$ cat config.mk
export PLATFORM = sky130hd
export DESIGN_NAME = fb_port_arbiter
export DESIGN_NICKNAME = d
export VERILOG_FILES = /design/src/rtl/gpu_fb_pkg.sv /design/src/rtl/fb_rect_walker.sv /design/src/rtl/fb_port_arbiter.sv
export SDC_FILE = /design/constraint.sdc
export NUM_CORES = 1
export LEC_CHECK = 0
export CAP_MARGIN = 20
export CELL_PAD_IN_SITES_DETAIL_PLACEMENT = 1
export CELL_PAD_IN_SITES_GLOBAL_PLACEMENT = 2
export CORE_UTILIZATION = 24
export CTS_BUF_LIST = sky130_fd_sc_hd__clkbuf_2 sky130_fd_sc_hd__clkbuf_4 sky130_fd_sc_hd__clkbuf_8
export CTS_CLUSTER_DIAMETER = 100
export DETAILED_ROUTE_END_ITERATION = 6
export DONT_BUFFER_PORTS = 1
export GPL_TIMING_DRIVEN = 1
export MAX_ROUTING_LAYER = met4
export PLACE_DENSITY_LB_ADDON = 0.05
export SYNTH_ARGS = -nofsm -noshare
export SYNTH_HDL_FRONTEND = slang
export SYNTH_SLANG_ARGS = --single-unit
export TNS_END_PERCENT = 50
$ cat constraint.sdc
create_clock -name clk -period 5.1 [get_ports clk]
set_input_delay 1.02 -clock clk [delete_from_list [all_inputs] [get_ports clk]]
set_output_delay 1.02 -clock clk [all_outputs]
set_load 0.005 [all_outputs]
$ cat src/rtl/gpu_fb_pkg.sv
// Shared constants for the framebuffer port-B arbiter: frame geometry,
// coordinate widths, arbiter state encoding and last-grant flag encoding.
package gpu_fb_pkg;

  localparam int FB_WIDTH  = 320;
  localparam int FB_HEIGHT = 200;
  localparam int FB_XW     = 9;
  localparam int FB_YW     = 8;

  // Arbiter FSM state encoding
  localparam logic [1:0] ST_IDLE         = 2'd0;
  localparam logic [1:0] ST_HOST_WAIT    = 2'd1;
  localparam logic [1:0] ST_FILL_WAIT    = 2'd2;
  localparam logic [1:0] ST_FILL_RD_WAIT = 2'd3;

  // Which requester owned the most recent RAM access
  localparam logic GRANT_HOST = 1'b0;
  localparam logic GRANT_FILL = 1'b1;

endpackage

$ cat src/rtl/fb_rect_walker.sv
// Rectangle walker for the fill engine: latches the corners on load,
// orders them so lo <= hi, clips them to the visible frame, then steps
// x fastest / y slowest each time the arbiter reports a completed write.
module fb_rect_walker
  import gpu_fb_pkg::*;
#(
  parameter int WIDTH  = FB_WIDTH,
  parameter int HEIGHT = FB_HEIGHT,
  parameter int XW     = FB_XW,
  parameter int YW     = FB_YW
) (
  input  logic          clk,
  input  logic          rst_n,
  input  logic          load_i,
  input  logic [XW-1:0] x0_i,
  input  logic [XW-1:0] x1_i,
  input  logic [YW-1:0] y0_i,
  input  logic [YW-1:0] y1_i,
  input  logic          advance_i,
  output logic          busy_o,
  output logic [XW-1:0] x_o,
  output logic [YW-1:0] y_o,
  output logic          last_o
);

  logic          busy_q;
  logic [XW-1:0] x_q, xlo_q, xhi_q;
  logic [YW-1:0] y_q, ylo_q, yhi_q;
  logic [XW-1:0] xlo_d, xhi_d;
  logic [YW-1:0] ylo_d, yhi_d;

  function automatic logic [XW-1:0] sat_x(input logic [XW-1:0] v);
    return (v > XW'(WIDTH - 1)) ? XW'(WIDTH - 1) : v;
  endfunction

  function automatic logic [YW-1:0] sat_y(input logic [YW-1:0] v);
    return (v > YW'(HEIGHT - 1)) ? YW'(HEIGHT - 1) : v;
  endfunction

  // Normalise corner order first, then clip each corner to the frame
  always_comb begin
    xlo_d = sat_x((x0_i <= x1_i) ? x0_i : x1_i);
    xhi_d = sat_x((x0_i <= x1_i) ? x1_i : x0_i);
    ylo_d = sat_y((y0_i <= y1_i) ? y0_i : y1_i);
    yhi_d = sat_y((y0_i <= y1_i) ? y1_i : y0_i);
  end

  assign last_o = (x_q == xhi_q) && (y_q == yhi_q);

  // Fill-active flag: set on load, cleared when the last pixel completes
  always_ff @(posedge clk or negedge rst_n) begin
    if (!rst_n) begin
      busy_q <= 1'b0;
    end else if (load_i && !busy_q) begin
      busy_q <= 1'b1;
    end else if (advance_i && busy_q && last_o) begin
      busy_q <= 1'b0;
    end
  end

  // Corner latch and x/y scan counters
  always_ff @(posedge clk) begin
    if (load_i && !busy_q) begin
      xlo_q <= xlo_d;
      xhi_q <= xhi_d;
      ylo_q <= ylo_d;
      yhi_q <= yhi_d;
      x_q   <= xlo_d;
      y_q   <= ylo_d;
    end else if (advance_i && busy_q && !last_o) begin
      if (x_q == xhi_q) begin
        x_q <= xlo_q;
        y_q <= y_q + YW'(1);
      end else begin
        x_q <= x_q + XW'(1);
      end
    end
  end

  assign busy_o = busy_q;
  assign x_o    = x_q;
  assign y_o    = y_q;

endmodule

$ cat src/rtl/fb_port_arbiter.sv
// Framebuffer RAM port-B arbiter. Shares the mclk-side RAM port between the
// host single-pixel register block and the rectangle-fill engine, alternating
// grants under contention so neither side waits more than one access.
// Optional build macro FB_FILL_XOR_EN adds an f_xor input that turns each
// fill pixel into an atomic read-modify-write (new = old ^ f_color).
module fb_port_arbiter
  import gpu_fb_pkg::*;
#(
  parameter int WIDTH  = FB_WIDTH,
  parameter int HEIGHT = FB_HEIGHT,
  parameter int XW     = FB_XW,
  parameter int YW     = FB_YW
) (
  input  logic          clk,
  input  logic          rst_n,
  input  logic [XW-1:0] h_x,
  input  logic [YW-1:0] h_y,
  input  logic          h_read,
  input  logic          h_write,
  input  logic          h_in,
  output logic          h_out,
  output logic          h_rdy,
  input  logic [XW-1:0] f_x0,
  input  logic [XW-1:0] f_x1,
  input  logic [YW-1:0] f_y0,
  input  logic [YW-1:0] f_y1,
  input  logic          f_color,
  input  logic          f_start,
`ifdef FB_FILL_XOR_EN
  input  logic          f_xor,
`endif
  output logic          f_busy,
  output logic          f_done,
  output logic [XW-1:0] x_b,
  output logic [YW-1:0] y_b,
  output logic          read_b,
  output logic          write_b,
  output logic          in_b,
  input  logic          out_b,
  input  logic          rdy_b
);

  logic [1:0]    state_q, state_d;
  logic          grant_q, grant_d;
  logic [XW-1:0] x_b_q, x_b_d;
  logic [YW-1:0] y_b_q, y_b_d;
  logic          in_b_q, in_b_d;
  logic          read_b_q, read_b_d;
  logic          write_b_q, write_b_d;
  logic          h_rdy_q, h_rdy_d;
  logic          h_out_q, h_out_d;
  logic          f_done_q, f_done_d;

  logic          pend_q, pend_wr_q, pend_in_q;
  logic [XW-1:0] pend_x_q;
  logic [YW-1:0] pend_y_q;
  logic          color_q;
`ifdef FB_FILL_XOR_EN
  logic          xor_q;
`endif

  logic          new_req, hreq, hwr, hin;
  logic [XW-1:0] hx;
  logic [YW-1:0] hy;
  logic          fill_load, walk_busy, walk_last, advance;
  logic          grant_host, grant_fill;
  logic [XW-1:0] walk_x;
  logic [YW-1:0] walk_y;

  // A fresh strobe is visible to the FSM in its own cycle so an uncontended
  // host access reaches the RAM one cycle after the strobe.
  assign new_req   = !pend_q && (h_read || h_write);
  assign hreq      = pend_q || new_req;
  assign hwr       = pend_q ? pend_wr_q : h_write;
  assign hin       = pend_q ? pend_in_q : h_in;
  assign hx        = pend_q ? pend_x_q  : h_x;
  assign hy        = pend_q ? pend_y_q  : h_y;
  assign fill_load = f_start && !walk_busy;

  assign grant_host = hreq && (!walk_busy || (grant_q == GRANT_FILL));
  assign grant_fill = walk_busy && !grant_host;

  fb_rect_walker #(
    .WIDTH (WIDTH),
    .HEIGHT(HEIGHT),
    .XW    (XW),
    .YW    (YW)
  ) u_walker (
    .clk      (clk),
    .rst_n    (rst_n),
    .load_i   (fill_load),
    .x0_i     (f_x0),
    .x1_i     (f_x1),
    .y0_i     (f_y0),
    .y1_i     (f_y1),
    .advance_i(advance),
    .busy_o   (walk_busy),
    .x_o      (walk_x),
    .y_o      (walk_y),
    .last_o   (walk_last)
  );

  // Host pending flag: set on an accepted strobe, cleared on completion
  always_ff @(posedge clk or negedge rst_n) begin
    if (!rst_n) begin
      pend_q <= 1'b0;
    end else if (new_req) begin
      pend_q <= 1'b1;
    end else if ((state_q == ST_HOST_WAIT) && rdy_b) begin
      pend_q <= 1'b0;
    end
  end

  // Host request payload; write wins when both strobes arrive together
  always_ff @(posedge clk) begin
    if (new_req) begin
      pend_wr_q <= h_write;
      pend_in_q <= h_in;
      pend_x_q  <= h_x;
      pend_y_q  <= h_y;
    end
  end

  // Fill attributes captured alongside the walker corners
  always_ff @(posedge clk) begin
    if (fill_load) begin
      color_q <= f_color;
`ifdef FB_FILL_XOR_EN
      xor_q   <= f_xor;
`endif
    end
  end

  // Arbiter next-state: grant selection, bus drive and completion handling
  always_comb begin
    state_d   = state_q;
    grant_d   = grant_q;
    x_b_d     = x_b_q;
    y_b_d     = y_b_q;
    in_b_d    = in_b_q;
    read_b_d  = 1'b0;
    write_b_d = 1'b0;
    h_rdy_d   = 1'b0;
    h_out_d   = h_out_q;
    f_done_d  = 1'b0;
    advance   = 1'b0;
    case (state_q)
      ST_IDLE: begin
        if (grant_host) begin
          x_b_d     = hx;
          y_b_d     = hy;
          in_b_d    = hin;
          read_b_d  = !hwr;
          write_b_d = hwr;
          grant_d   = GRANT_HOST;
          state_d   = ST_HOST_WAIT;
        end else if (grant_fill) begin
          x_b_d   = walk_x;
          y_b_d   = walk_y;
          grant_d = GRANT_FILL;
`ifdef FB_FILL_XOR_EN
          if (xor_q) begin
            read_b_d = 1'b1;
            state_d  = ST_FILL_RD_WAIT;
          end else begin
            in_b_d    = color_q;
            write_b_d = 1'b1;
            state_d   = ST_FILL_WAIT;
          end
`else
          in_b_d    = color_q;
          write_b_d = 1'b1;
          state_d   = ST_FILL_WAIT;
`endif
        end
      end
      ST_HOST_WAIT: begin
        if (rdy_b) begin
          h_rdy_d = 1'b1;
          h_out_d = out_b;
          state_d = ST_IDLE;
        end
      end
      ST_FILL_WAIT: begin
        if (rdy_b) begin
          advance  = 1'b1;
          f_done_d = walk_last;
          state_d  = ST_IDLE;
        end
      end
      ST_FILL_RD_WAIT: begin
`ifdef FB_FILL_XOR_EN
        // Write-back follows the read directly so no host grant can split the pair
        if (rdy_b) begin
          in_b_d    = out_b ^ color_q;
          write_b_d = 1'b1;
          state_d   = ST_FILL_WAIT;
        end
`else
        state_d = ST_IDLE;
`endif
      end
      default: state_d = ST_IDLE;
    endcase
  end

  // Arbiter state and registered RAM/host/fill outputs
  always_ff @(posedge clk or negedge rst_n) begin
    if (!rst_n) begin
      state_q   <= ST_IDLE;
      grant_q   <= GRANT_HOST;
      x_b_q     <= '0;
      y_b_q     <= '0;
      in_b_q    <= 1'b0;
      read_b_q  <= 1'b0;
      write_b_q <= 1'b0;
      h_rdy_q   <= 1'b0;
      h_out_q   <= 1'b0;
      f_done_q  <= 1'b0;
    end else begin
      state_q   <= state_d;
      grant_q   <= grant_d;
      x_b_q     <= x_b_d;
      y_b_q     <= y_b_d;
      in_b_q    <= in_b_d;
      read_b_q  <= read_b_d;
      write_b_q <= write_b_d;
      h_rdy_q   <= h_rdy_d;
      h_out_q   <= h_out_d;
      f_done_q  <= f_done_d;
    end
  end

  assign x_b     = x_b_q;
  assign y_b     = y_b_q;
  assign in_b    = in_b_q;
  assign read_b  = read_b_q;
  assign write_b = write_b_q;
  assign h_rdy   = h_rdy_q;
  assign h_out   = h_out_q;
  assign f_done  = f_done_q;
  assign f_busy  = walk_busy;

endmodule

* Word-level counts from Yosys, hierarchy flattened
Cells that the tools add are included.
** Cells by class
- $add $sub $neg :: 2
- Order comparisons :: 6
- Equal/unequal tests :: 7
- Muxes and demuxes :: 42
- Reductions and logical operators :: 29
** Operators by type and width (number)
- $mux W9 :: 9
- $mux W8 :: 9
- $mux W1 :: 20
- $gt A9 B9 Y1 const B :: 2
- $gt A8 B8 Y1 const B :: 2
- $logic_and A1 B1 Y1 :: 10
- $reduce_bool A2 Y1 :: 5
- $add A9 B1 Y9 const B :: 1
- $eq A9 B9 Y1 :: 1
- $le A9 B9 Y1 :: 1
- $add A8 B1 Y8 const B :: 1
- $eq A8 B8 Y1 :: 1
- $le A8 B8 Y1 :: 1
- $reduce_and A2 Y1 :: 4
- $mux W2 :: 3
- $pmux W2 S3 :: 1
- $logic_not A1 Y1 :: 5
- $eq A2 B2 Y1 const B :: 2
- $logic_or A1 B1 Y1 :: 3
- $ne A3 B3 Y1 const B :: 1
- $eq A2 B1 Y1 const B :: 1
- $logic_not A2 Y1 :: 1
- $ne A2 B1 Y1 const B :: 1
- $reduce_or A2 Y1 :: 1
** Storage, ports and cells
- Flip-flop bits (word level) :: 91
- Input port bits :: 60
- Output and inout bits :: 24
- Word-level logic and storage cells :: 108

* Logic depth before layout (Yosys ltp)
Gate-level depths: netlist of the first run.
- Word-level depth :: 9
- Mapped depth :: 10
- Depth with buffers taken out :: 7

* Cells and area by module
A second synthesis of the first run with hierarchy kept.
** Second synthesis, totals
- Cells, all modules :: 493
- Area total of the unflattened synthesis :: 5402.7 um2
** By module, submodules not included
- fb_rect_walker :: times used 1, cells each 330, area an instance 3251.9 um2, seq. area each 1316.3 um2
- fb_port_arbiter :: times used 1, cells each 163, area an instance 2150.8 um2, seq. area each 1276.2 um2

* Least setup slack after synthesis of the first run
Ideal clock, no wire load.
- Path kind :: input to register
- Start :: in f_start
- End :: reg u_walker.y_q[4], in the netlist u_walker.y_o[4] (data pin)
- Library setup time :: 0.266 ns
- Arrival time :: 2.573 ns
- Required time :: 4.834 ns
- Path slack :: 2.261 ns
- Stages on the path :: 5
- Buffers on the path :: 1
- Path through :: nand2b_1 -> inv_2 -> clkbuf_1 -> o31ai_1 -> a2bb2oi_1
** On the way
- Cells in the longest elaborated chain, start to end :: 3
** Ends and longest elaborated chain
- start, declared :: RTL line fb_port_arbiter.sv:28 : input logic f_start,
- $logic_and A1 B1 Y1 :: RTL line fb_port_arbiter.sv:78 : assign fill_load = f_start && !walk_busy;
- via fill_load :: RTL line fb_port_arbiter.sv:65 : logic fill_load, walk_busy, walk_last, advance;
- $logic_and A1 B1 Y1 :: RTL line fb_rect_walker.sv:63 : if (load_i && !busy_q) begin
- $mux W8 :: RTL line fb_rect_walker.sv:63
- end signal, assigned :: RTL line fb_rect_walker.sv:69 : y_q <= ylo_d;
- end signal, assigned :: RTL line fb_rect_walker.sv:73 : y_q <= y_q + YW'(1);
- end, declared :: RTL line fb_rect_walker.sv:28 : logic [YW-1:0] y_q, ylo_q, yhi_q;
The timed path passes the listed nets, and every way through them passes these cells.
A chain may end at the register's enable or synchronous reset.

* Worst setup path after layout of the first run
- Start :: in f_x1[8]
- End :: reg u_walker.xhi_q[0] (data pin)
** On the way
- Cells in the longest elaborated chain, start to end :: 3
** Ends and longest elaborated chain
- start, declared :: RTL line fb_port_arbiter.sv:24 : input logic [XW-1:0] f_x1,
- $le A9 B9 Y1 :: RTL line fb_rect_walker.sv:43 : xhi_d = sat_x((x0_i <= x1_i) ? x1_i : x0_i);
- $mux W9 * :: RTL line fb_rect_walker.sv:43
- $gt A9 B9 Y1 :: RTL line fb_rect_walker.sv:33 : return (v > XW'(WIDTH - 1)) ? XW'(WIDTH - 1) : v;
- end signal, assigned :: RTL line fb_rect_walker.sv:65 : xhi_q <= xhi_d;
- end, declared :: RTL line fb_rect_walker.sv:27 : logic [XW-1:0] x_q, xlo_q, xhi_q;
Mark *: on every way between the ends. The rest lies on a longest branch, timed or not.

==> results of run 1 <==
[stage by stage]
step	hold slack, ns	setup WS [ns]	total power, mW	instance area [um2]	instances
final	0.345	2.03	2.17	5970	799
after global routing	0.308	1.87	2.33	5970	799
after CTS	0.311	2.01	2.21	5960	798
after detailed placement	0.479	1.60	1.67	5750	782
after global placement	0.473	1.72	1.66	5750	782
after floorplan	0.450	2.26	1.49	5450	517
[worst reg2reg max path: stages, from the launching register on]
cell	delay [ns]
dfrtp_1	0.54
nand2b_1	0.22
buf_4	0.23
inv_2	0.44
nand3_2	0.31
o32ai_1	0.34
a311oi_1	0.08
[routing by layer]
metal	track usage [%]	wire (um)	vias to the layer above
met1	21.7	8710	1861
met2	19.8	6380	95
met4	4.62	189	0
met5	-	0	-
li1	-	-	1894
met3	2.59	836	10
[sequential cells by signal (all words and copies together), names as in the netlist, 2 cells and up]
| name | flops |
|---|---|
| pend_x_q | 9 |
| u_walker.x_o | 9 |
| u_walker.xhi_q | 9 |
| u_walker.xlo_q | 9 |
| x_b | 9 |
| pend_y_q | 8 |
| u_walker.y_o | 8 |
| u_walker.yhi_q | 8 |
| y_b | 8 |
| state_q | 2 |
[cell usage after synthesis (all sizes together), types with 2 or more instances]
master / number
nand3: 19
or3: 3
mux2: 5
and2: 2
o311a: 2
nor3: 12
o21ai: 50
o22a: 6
o31ai: 4
inv: 24
xnor2: 16
nand2b: 3
nand4: 6
nor2: 32
o32ai: 2
and3: 8
xor2: 14
a2bb2oi: 2
nand3b: 2
clkbuf: 13
ha: 23
a22oi: 2
o211ai: 6
buf: 13
a31oi: 3
or2: 2
o311ai: 2
a211oi: 6
o21a: 2
dfrtp: 28
a21oi: 14
nor4: 4
mux2i: 53
nand2: 55
and4: 2
edfxtp: 63
o2111ai: 3
nor2b: 2
[how the worst max path moves through the flow]
stage | startpoint | end | slack, ns | cells after the start
2_1_floorplan | f_start | u_walker.y_o[4] | 2.26 | 5
3_3_place_gp | f_x1[8] | u_walker.xhi_q[3] | 1.72 | 8
3_5_place_dp | f_x1[8] | u_walker.xhi_q[0] | 1.60 | 8
4_1_cts | f_x1[8] | u_walker.xhi_q[0] | 2.01 | 8
5_1_grt | f_x1[8] | u_walker.xhi_q[4] | 1.87 | 8
6_report | f_x1[8] | u_walker.xhi_q[0] | 2.03 | 8
[cells by family after synthesis]
| kind of cell | count (synthesis) | share of synthesized area (%) |
|---|---|---|
| AOI/OAI and AO/OA | 111 | 13.6 |
| xor gates and xnor gates | 30 | 4.82 |
| adders and majority gates | 23 | 5.28 |
| buffers and inverters | 50 | 4.27 |
| DFF | 91 | 47.6 |
| muxes | 58 | 10.8 |
| and+or+nand+nor | 154 | 13.7 |
[final cells by class]
| class | count | area [um2] |
|---|---|---|
| multi-input combinational | 376 | 2640 |
| clock inverter | 2 | 35.0 |
| sequential | 91 | 2590 |
| inverter | 24 | 90.1 |
| tap | 280 | 350 |
| clock buffer | 14 | 174 |
| fill | 2515 | 16100 |
| timing repair buffer | 12 | 97.6 |
[power by group]
part	switching, mW	internal, mW	total (mW)
Combinational	0.363	0.230	0.592
Clock	0.256	0.270	0.526
Sequential	0.113	0.940	1.05
Total	0.731	1.44	2.17
==> metrics.md, run 1 <==
| Metric | Value |
|---|---|
| Worst EP required | `5.31 ns` |
| Slowest library cell on the worst path | `a211oi_2` |
| Crit Path Category | `in2reg` |
| Root Driver | `clkbuf_8` |
| CP Cell Sequence | `inv_1 -> ha_1 -> nand4_4 -> a211oi_2 -> inv_1 -> a21oi_2 -> buf_4 -> mux2i_1` |
| R2R Setup Slk | `2.67 ns` |
| Die Width | `153 um` |
| Clk pin slew, worst setup/hold paths | `0.09 ns` |
| Initial core utilization | `24.8%` |
| Clock Skews | `0.00755 ns` |
| Nets@finish | `597` |
| Clk sinks | `91` |
| Gate Count Post-Synth | `517` |
| Initial antenna violation count | `0` |
| Skew-Pair Late Insertion Delay | `0.36 ns` |
| Fraction of layout cells with a size suffix above 1 | `8.48%` |
| Synth Flop Type | `edfxtp_1` |
| Slew @ Worst Pin | `0.795 ns` |
| CP peak stage delay | `0.71 ns` |
| Max-slew violation count | `0` |
| Cts hold-fix bufs | `0` |
| PostCTS Resize Cnt | `0` |
| Yosys top cell by area | `edfxtp_1` |
| Routability congestion estimate | `0.767` |
| DR vias | `3860` |
| Setup bufs post-CTS | `0` |
| Layout Utilization | `27.1%` |
| Post-Syn Nets | `600` |
| PwrDens | `363 mW/mm2` |
| Sum Neg Setup Slack | `0 ns` |
| Synth async-reset ratio | `30.8%` |
| Startpoint Class | `primary input` |
| Drc violations | `8` |
| Syn Area/Cell | `10.5 um2` |
| Detail Route Antenna Nets | `0` |
| Drt wl/cell | `20.2 um` |
| Rows | `54` |
| IO Port Bufs | `0` |
| Post-route minimum period | `3.07 ns` |
| Total track usage | `14.7%` |
| Top Family by Delay on Critical Path | `compound AO/OA/AOI/OAI gates` |
| Peak fanout along the critical path | `16` |
| Ys Warns | `0` |
| Layout area overhead | `9.59%` |
| Drt total wl | `16100 um` |
| Clock tree from TritonCTS | `done` |
| Die height | `153 um` |
| Min-Delay Path Class | `in2async` |
| Static Leakage | `2.31 nW` |
| Hpwl dp | `12300 um` |
| Die area | `0.0233 mm2` |
| Reg2reg path depth | `6` |
| Via/cell ratio | `4.83` |
| # diodes | `0` |
| Post-synthesis register bit count | `91` |
| Synth area leaders | `edfxtp_1 35%, dfrtp_1 13%, mux2i_1 9.7%` |
| Synthesized area | `0.00545 mm2` |
| Distinct cell type count after synthesis | `62` |
| TritonCTS buffer count | `9` |
| Commonest non-fill, non-tap cell in the layout | `edfxtp_1` |
| Violated checks | `design-rule violations` |
| Largest net degree at the start of global routing | `38` |
| Grt ovf | `0` |
| Most frequent cells in the layout | `63 x edfxtp_1, 55 x nand2_1, 53 x mux2i_1` |
| Vias in the first global route | `4178` |
| Io pins | `84` |
| Max-Cap Viols | `0` |
| 1st-pass router iterations | `6` |
| Crit. End Element | `flop` |
| Final Hold Violating Endpoints | `0` |
| Status | `complete, but fails checks` |
| Max Root-Sink Buffers | `2` |
| Post-synth top area share | `34.7%` |
| Fmax | `326 MHz` |
| Crit path arrival time | `3.28 ns` |
| Iter 0 DRT Violations | `174` |
| Worst VDD drop | `0.112 mV` |
| Core area | `0.0220 mm2` |
| Crit path top cell by count | `inv_1` |
| Final worst-path cycle share | `60.1%` |
| Reg2reg start | `u_walker.busy_o` |
| WP buf/inv | `3` |
| Post-synth EDFFs | `63` |
| Setup Viol. Count Final | `0` |
| Relative slew slack | `46.9%` |
| Reg2reg end | `u_walker.x_o[0]` |
| Sequential fraction of the synthesis area | `47.6%` |
| Unrepaired setup endpoints after global routing | `no` |
| H-tree Lvls | `3` |
| First-pass GRT wire length | `25700 um` |
No activity file was read; power rests on OpenSTA's default activity.
==> inputs of run 2 (changes only) <==
==> constraint.sdc (replaced) <==
create_clock -name clk -period 2.6 [get_ports clk]
set_input_delay 0.52 -clock clk [delete_from_list [all_inputs] [get_ports clk]]
set_output_delay 0.52 -clock clk [all_outputs]
set_load 0.005 [all_outputs]
==> run 2 against run 1 <==
  * The flow still finishes with violations (design-rule violations)
  * Sequential share of layout area fell by 1.4 points
  * Global-route usage fell by 0.29 points
  * Core utilization rose by 0.94 points
  * Final area rose by 3.5%
  * Combinational power rose by 110%
  * Largest power group unchanged
  * Highest routed layer unchanged
==> metrics.md, run 2 (synthesis results as in run 1) <==
| Metric | Value |
|---|---|
| Pre-CTS setup slack | `0.125 ns (-1.48 ns)` |
| PostCTS Resize Cnt | `0 (unchanged)` |
| R2R Setup Slk | `0.53 ns (-2.14 ns)` |
| Skew-Pair Late Insertion Delay | `0.36 ns (about the same)` |
| Setup crit start | `f_x1[8]` |
| Clock Skews | `0.00794 ns (+0.000390 ns)` |
| Min-Delay Path Class | `in2reg` |
| Crit. End Element | `flop` |
| Drt wl/cell | `19.2 um (-4.5%)` |
| Most frequent cells in the layout | `63 x edfxtp_1, 55 x nand2_1, 53 x mux2i_1` |
| H-tree Lvls | `3 (unchanged)` |
| Fraction of layout cells with a size suffix above 1 | `11.5% (+3.0 points)` |
| Detail Route Antenna Nets | `0 (unchanged)` |
| Worst VDD drop | `0.191 mV (+70%)` |
| Final worst-path cycle share | `81.3%` |
| Fmax | `473 MHz` |
| Total track usage | `14.4% (-0.29 points)` |
| Hpwl dp | `12400 um (+0.60%)` |
| Relative slew slack | `43.8% (-3.1 points)` |
| Post-route minimum period | `2.11 ns` |
| Power, Total | `4.31 mW (+98%)` |
| Drc violations | `8 (unchanged)` |
| Largest net degree at the start of global routing | `29 (-24%)` |
| Core area | `0.0220 mm2 (unchanged)` |
| Drt total wl | `15800 um (-2.1%)` |
| Clock tree from TritonCTS | `done` |
| Final Hold Violating Endpoints | `0 (unchanged)` |
| Rows | `54 (unchanged)` |
| PwrDens | `697 mW/mm2 (+92%)` |
| Crit Path Category | `in2reg` |
| Slew @ Worst Pin | `0.832 ns (+0.0373 ns)` |
| Commonest non-fill, non-tap cell in the layout | `edfxtp_1` |
| Worst setup margin | `0.485 ns (-1.55 ns)` |
| Io pins | `84 (unchanged)` |
| First-pass GRT wire length | `25100 um (-2.4%)` |
| TritonCTS buffer count | `9 (unchanged)` |
| Vias in the first global route | `4264 (+2.1%)` |
| Root Driver | `clkbuf_8` |
| Iter 0 DRT Violations | `190 (+9.2%)` |
| Startpoint Class | `primary input` |
| DR vias | `3887 (+0.70%)` |
| Worst Hold End | `pend_x_q[5]` |
| Max-Cap Viols | `0 (unchanged)` |
| Clk sinks | `91 (unchanged)` |
| Die height | `153 um (unchanged)` |
| Routability congestion estimate | `0.732 (-4.6%)` |
| HP Start | `h_x[5]` |
| Static Leakage | `2.42 nW (+4.7%)` |
| Crit path arrival time | `2.21 ns (-1.07 ns)` |
| Grt ovf | `0 (unchanged)` |
| Reg2reg path depth | `5 (-1)` |
| Die area | `0.0233 mm2 (unchanged)` |
| # fillers | `2500 (-0.60%)` |
| Sum Neg Setup Slack | `0 ns (unchanged)` |
| Reg2reg end | `u_walker.x_o[1]` |
| Via/cell ratio | `4.75 (-1.8%)` |
| Reg2reg start | `u_walker.busy_o` |
| IO Port Bufs | `0 (unchanged)` |
| Initial core utilization | `24.8% (unchanged)` |
| 1st-pass router iterations | `6 (unchanged)` |
| Die Width | `153 um (unchanged)` |
| Placed inst area | `0.00594 mm2 (+3.4%)` |
| Status | `complete, but fails checks` |
| Setup Viol. Count Final | `0 (unchanged)` |
| Nets@finish | `617 (+3.4%)` |
| Worst EP required | `2.70 ns (-2.61 ns)` |
| Unrepaired setup endpoints after global routing | `no` |
| Design Area, Final | `0.00618 mm2 (+3.5%)` |
| Clk pin slew, worst setup/hold paths | `0.09 ns (about the same)` |
| Peak fanout along the critical path | `10 (-6)` |
| Hold depth | `0` |
| Max Root-Sink Buffers | `2 (unchanged)` |
| Initial antenna violation count | `0 (unchanged)` |
| Layout area overhead | `13.4%` |
| # diodes | `0 (unchanged)` |
| Max-slew violation count | `0 (unchanged)` |
| Violated checks | `design-rule violations` |
run 2: changes by cell type in the layout (fill, tap and decap cells not counted), sizes merged:
cell and delta:
buf +19, dlygate4sd3 +1
run 2: power by group:
group	switching, mW	total [mW]	leakage [nW]	internal [mW]
clock network	0.493	1.02	0.109	0.528
registers	0.191	2.03	0.904	1.84
logic	0.750	1.25	1.41	0.500
run 2: repair_timing:
action | in CTS | in global routing
setup buffers | 0 | 0
endpoints found under the hold margin | 28 | 0
hold buffers | 2 | 0
run 2: layout make-up:
cell class                 count  area, um2  share of cell area [%]
sequential                    91       2590                    41.9
tap                          280        350                    5.67
multi-input combinational    376       2640                    42.6
clock inverter                 2       33.8                   0.547
timing repair buffer          32        305                    4.94
inverter                      24       90.1                    1.46
clock buffer                  14        174                    2.81
run 2: worst max-delay path by stage:
stage	slack, ns	end	cells past startpoint
6_report	0.49	u_walker.x_o[0]	8
5_1_grt	0.30	u_walker.x_o[8]	6
4_1_cts	0.46	u_walker.x_o[8]	6
3_5_place_dp	0.12	u_walker.x_o[0]	8
3_3_place_gp	0.21	u_walker.xhi_q[4]	8
2_1_floorplan	0.15	u_walker.y_o[4]	6
run 2: worst max-delay path: stages:
cell	delay, ns
inv_1	0.03
ha_1	0.35
nand4_4	0.18
a211oi_2	0.37
buf_12	0.18
nand3_2	0.19
o32ai_1	0.31
a311oi_1	0.08
run 2: routing by layer:
layer | GRT usage, % | part of all wire (%) | routed length, um
met5 | - | 0 | 0
met4 | 4.91 | 0.96 | 151
met3 | 2.73 | 5.2 | 815
met2 | 19.9 | 41 | 6440
met1 | 20.6 | 53 | 8360
run 2: per-stage QoR:
step	cells	utilization [%]	hold WS [ns]
2_1_floorplan	517	-	0.224
3_3_place_gp	801	27.0	0.226
3_5_place_dp	801	27.0	0.226
4_1_cts	819	28.1	0.212
5_1_grt	819	28.1	0.213
6_report	819	28.1	0.246
==> inputs of run 3 (changes only) <==
==> constraint.sdc (replaced) <==
create_clock -name clk -period 1.95 [get_ports clk]
set_input_delay 0.39 -clock clk [delete_from_list [all_inputs] [get_ports clk]]
set_output_delay 0.39 -clock clk [all_outputs]
set_load 0.005 [all_outputs]
==> run 3 against run 2 <==
  * The flow still finishes with violations (design-rule violations)
  * Critical path depth is 1 lower
  * Combinational power increased by 45%
  * Worst hold slack got worse by 0.13 ns
  * Flip-flop and latch count unchanged
  * Highest routed layer unchanged
==> metrics.md, run 3 (synthesis results as in run 1) <==
| Metric | Value |
|---|---|
| Slew @ Worst Pin | `0.526 ns (-0.306 ns)` |
| Multi-input logic area | `0.00279 mm2 (+5.7%)` |
| Grt ovf | `0 (unchanged)` |
| Peak fanout along the critical path | `5 (-5)` |
| Placed inst area | `0.00633 mm2 (+6.5%)` |
| Design Area, Final | `0.00670 mm2 (+8.4%)` |
| Routability congestion estimate | `0.751 (+2.6%)` |
| Max Root-Sink Buffers | `2 (unchanged)` |
| IO Port Bufs | `0 (unchanged)` |
| Crit. End Element | `flop` |
| DR vias | `4070 (+4.7%)` |
| Power, Total | `5.93 mW (+38%)` |
| Post-route minimum period | `1.88 ns` |
| TritonCTS buffer count | `9 (unchanged)` |
| Drt total wl | `16100 um (+1.9%)` |
| Setup Viol. Count Final | `0 (unchanged)` |
| Top Family by Delay on Critical Path | `flip-flops` |
| Layout Cells excl Fill | `860 (+5.0%)` |
| Die Width | `153 um (unchanged)` |
| Clk sinks | `91 (unchanged)` |
| Rows | `54 (unchanged)` |
| Static Leakage | `2.67 nW (+10%)` |
| Root Driver | `clkbuf_8` |
| Fmax | `531 MHz` |
| Final Hold Violating Endpoints | `0 (unchanged)` |
| Pre-CTS setup slack | `-0.246 ns (-0.371 ns)` |
| H-tree Lvls | `3 (unchanged)` |
| Crit path arrival time | `1.99 ns (-0.22 ns)` |
| First-pass GRT wire length | `26100 um (+3.9%)` |
| Nets@finish | `658 (+6.6%)` |
| Max-slew violation count | `0 (unchanged)` |
| Die area | `0.0233 mm2 (unchanged)` |
| WP buf/inv | `2 (unchanged)` |
| Worst setup margin | `0.0683 ns (-0.417 ns)` |
| Initial core utilization | `24.8% (unchanged)` |
| Total track usage | `14.9% (+0.49 points)` |
| Final worst-path cycle share | `96.5%` |
| Hpwl dp | `12900 um (+3.6%)` |
| Initial antenna violation count | `0 (unchanged)` |
| Worst EP required | `2.06 ns (-0.64 ns)` |
| Vias in the first global route | `4470 (+4.8%)` |
| Max-Cap Viols | `0 (unchanged)` |
| Iter 0 DRT Violations | `142 (-25%)` |
| Fraction of layout cells with a size suffix above 1 | `21.2% (+9.7 points)` |
| Clock tree from TritonCTS | `done` |
| Die height | `153 um (unchanged)` |
| Commonest non-fill, non-tap cell in the layout | `edfxtp_1` |
| Violated checks | `design-rule violations` |
| Clk pin slew, worst setup/hold paths | `0.10 ns (about the same)` |
| 1st-pass router iterations | `6 (unchanged)` |
| Detail Route Antenna Nets | `0 (unchanged)` |
| Layout area overhead | `22.9%` |
| Clock Skews | `0.0179 ns (+0.00998 ns)` |
| Drc violations | `11 (+3)` |
| Startpoint Class | `flop` |
| Relative slew slack | `64.5% (+21 points)` |
| Min-Delay Path Class | `in2reg` |
| PwrDens | `885 mW/mm2 (+27%)` |
| Skew-Pair Late Insertion Delay | `0.36 ns (about the same)` |
| Drt wl/cell | `18.7 um (-2.9%)` |
| Placed Cells | `840 (+4.9%)` |
| Largest net degree at the start of global routing | `29 (unchanged)` |
| Io pins | `84 (unchanged)` |
| FF+latch area | `0.00259 mm2 (unchanged)` |
| R2R Setup Slk | `0.07 ns (-0.46 ns)` |
| Unrepaired setup endpoints after global routing | `yes` |
| Status | `complete, but fails checks` |
| CP Cell Sequence | `xnor2_2 -> nand3_1 -> nor3_2 -> buf_6 -> buf_6 -> mux2i_4 -> o211ai_1` |
| Worst VDD drop | `0.276 mV (+45%)` |
| # fillers | `2474 (-1.0%)` |
| Crit Path Category | `reg2reg` |
| Layout Utilization | `30.4% (+2.4 points)` |
| CP peak stage delay | `0.46 ns (+0.09 ns)` |
| Core area | `0.0220 mm2 (unchanged)` |
| Most frequent cells in the layout | `63 x edfxtp_1, 61 x buf_4, 55 x nand2_1` |
| Via/cell ratio | `4.73 (-0.28%)` |
| Crit path top cell by count | `buf_6` |
| # diodes | `0 (unchanged)` |
| Slowest library cell on the worst path | `edfxtp_1` |
==> run 3: timing repair <==
action                                  CTS  global route
pin swaps                                 0             1
resized for setup                         6            15
endpoints found under the setup margin   19            28
setup buffers                             1             1
hold endpoints to repair                 28             0
hold buffers                              2             0
==> run 3: cell type report <==
type,instances,area share (%)
clock buffers,11,2.07
clock inverters,5,1.14
inverters,24,1.40
multi-input cells,376,41.6
flip-flops and latches,91,38.7
well taps,280,5.23
repair buffers,73,9.88
==> run 3: per-stage QoR <==
| step | hold WS [ns] | TNS [ns] |
|---|---|---|
| global route | 0.0752 | -1.24 |
| finish | 0.117 | 0 |
| floorplan | 0.0944 | -2.82 |
| CTS | 0.0823 | 0 |
| global placement | 0.0961 | -6.46 |
| detailed placement | 0.0961 | -7.60 |
==> run 3: metal layers <==
layer	vias up	routed length, um	GRT usage, %
met5	-	0	-
met4	0	170	3.66
met3	11	1010	3.50
met2	93	6480	20.5
met1	1954	8410	21.5
li1	2012	-	-
==> run 3: path summary, 6_finish.rpt <==
check,start,end,cells past startpoint
max,u_walker.x_o[7],u_walker.x_o[3],7
min,h_y[2],pend_y_q[2],0
max reg2reg,u_walker.x_o[7],u_walker.x_o[3],7
min reg2reg,grant_q,grant_q,1
max in group asynchronous,rst_n,x_b[3],2
min in group asynchronous,rst_n,y_b[3],2
==> run 3: where the power goes <==
part	switching, mW	internal (mW)
logic	1.05	0.757
registers	0.242	2.46
clock network	0.670	0.749
total	1.96	3.96
==> variant, RTL diff (settings of run 3) <==
Change the package constant `FB_XW` from 9 to 18.
--- a/src/rtl/gpu_fb_pkg.sv
+++ b/src/rtl/gpu_fb_pkg.sv
@@ -4,7 +4,7 @@
 
   localparam int FB_WIDTH  = 320;
   localparam int FB_HEIGHT = 200;
-  localparam int FB_XW     = 9;
+  localparam int FB_XW     = 18;
   localparam int FB_YW     = 8;
 
   // Arbiter FSM state encoding
Ports: changed (resized f_x0, f_x1, h_x and x_b); port bits go from 84 to 120. No check against the original RTL was run, so the function may have changed too.
==> variant against run 3 <==
  * The run ends with negative setup slack left
  * Wire length is 49% higher
  * Power is 52% higher
  * Cell area is 53% higher
  * Via count is 53% higher
  * Setup slack worse by 0.21 ns
  * Critical path depth is 2 higher
  * Largest power group unchanged
  * Highest routed layer unchanged
  * Area after synthesis is 41% higher
  * Sequential cell count is 45 higher
  * Hold slack worse by 0.070 ns
  * Non-clock buffer count is 72 higher
==> variant: results (changes against run 3) <==
{| class="wikitable"
! Metric !! Value
|-
| Sequential cell area fraction in the yosys report || 50.8% (+3.2 points)
|-
| Mapped Cells || 752 (+45%)
|-
| Maximum fanout along the worst path || 18 (+13)
|-
| Worst ir drop on vdd || 0.475 mV (+72%)
|-
| Post-synthesis share of cell area spent on xor and xnor gates || 5.48% (+0.66 points)
|-
| Total number of vias || 6,225 (+53%)
|-
| Share of layout cells above drive strength 1 || 25.6% (+4.4 points)
|-
| Violated checks || negative setup slack
|-
| Endpoint arrival time on the critical path || 2.27 ns (+0.28 ns)
|-
| Leakage || 3.98 nW (+49%)
|-
| Final HPWL DP || 18,000 µm (+40%)
|-
| Instance area after placement || 9140 µm² (+44%)
|-
| Result of the run || finished, violations left
|-
| Aggregate routed wire length || 23,900 µm (+49%)
|-
| FILL cells || 3,527 (+43%)
|-
| Share of flip-flops with an asynchronous set or reset after synthesis || 27.2% (-3.6 points)
|-
| Cell variety after synth || 56 (-9.7%)
|-
| Delay of the slowest cell on the worst path || 0.42 ns (-0.04 ns)
|-
| Post-route worst hold slack || 0.0470 ns (-0.0701 ns)
|-
| Multiplexer share of the synthesized area || 5.36% (-5.4 points)
|-
| Grt met1 use || 19.4% (-2.1 points)
|-
| Insertion delay of the later-clocked pin in the worst-skew pair || 0.44 ns (+0.08 ns)
|-
| First-pass GRT wire length || 37,500 µm (+44%)
|-
| Routed length on met3 || 929 µm (-7.7%)
|-
| TritonRoute pass-1 iters || 4 (-2)
|-
| Routed length on met1 || 11,500 µm (+37%)
|-
| Global-route track usage on met3 || 3.33% (-0.17 points)
|-
| Setup TNS || -3.98 ns (-3.98 ns)
|-
| Worst setup slack after layout || -0.141 ns (-0.209 ns)
|-
| Leading post-synthesis cells by cell area || edfxtp_1 39%, dfrtp_1 12%, ha_1 5.2%
|-
| Core ar. || 31,500 µm² (+43%)
|-
| Layout Skew || 0.0212 ns (+0.00331 ns)
|-
| Largest delay share family, worst path || simple AND/OR/NAND/NOR gates
|-
| Worst Hold Launch || h_y[3]
|-
| H-Tree Level Count || 4 (+1)
|-
| Number of enable-type register cells in the synthesized netlist || 99 (+57%)
|-
| Commonest cells in the synthesized netlist || 99 x edfxtp_1, 78 x nand2_1, 72 x o21ai_0
|-
| Slew headroom || 63.9% (-0.60 points)
|-
| Initial drt markers || 264 (+86%)
|-
| DR WL met2 || 11,300 µm (+74%)
|-
| Finish-stage setup viols || 44 (+44)
|-
| Post-Synth Adder-Cell Area || 5.22% (-0.063 points)
|-
| Pin count of the biggest net entering global routing || 59 (+100%)
|-
| Routed len/inst || 18.3 µm (-2.1%)
|-
| Met2 usage in global routing || 24.3% (+3.8 points)
|-
| Logic depth of the worst register-to-register path || 9 (+2)
|-
| Clock input transition at the sequential cells of the worst setup and hold paths || 0.08 ns (-0.02 ns)
|}
==> variant: cell types whose count changed after synthesis, moves of 18 or more <==
cell      delta
nor2_1      +18
mux2i_1     -22
clkbuf_1    +18
edfxtp_1    +36
o21ai_0     +39
nand2_1     +23
xnor2_1     +19
nor3_1      +23
a21oi_1     +23
==> variant: where the power goes <==
part	internal, mW	switching (mW)
logic	1.05	1.42
registers	3.65	0.376
clock network	1.29	1.22
==> variant: what timing repair did <==
| item | CTS | global route |
|---|---|---|
| hold endpoints to repair | 49 | 11 |
| hold buffers | 14 | 11 |
| pin swaps | 12 | 18 |
| endpoints found under the setup margin | 54 | 64 |
| resized for setup | 16 | 57 |
| buffers inserted | 1 | 8 |
==> variant: layout make-up <==
cell class,instances,area [µm²],area share [%]
multi-input cells,556,3940,38.4
flip-flops and latches,136,3900,38.1
repair buffers,145,1330,13.0
well taps,402,503,4.91
clock buffers,18,241,2.36
clock inverters,14,175,1.71
inverters,38,160,1.56
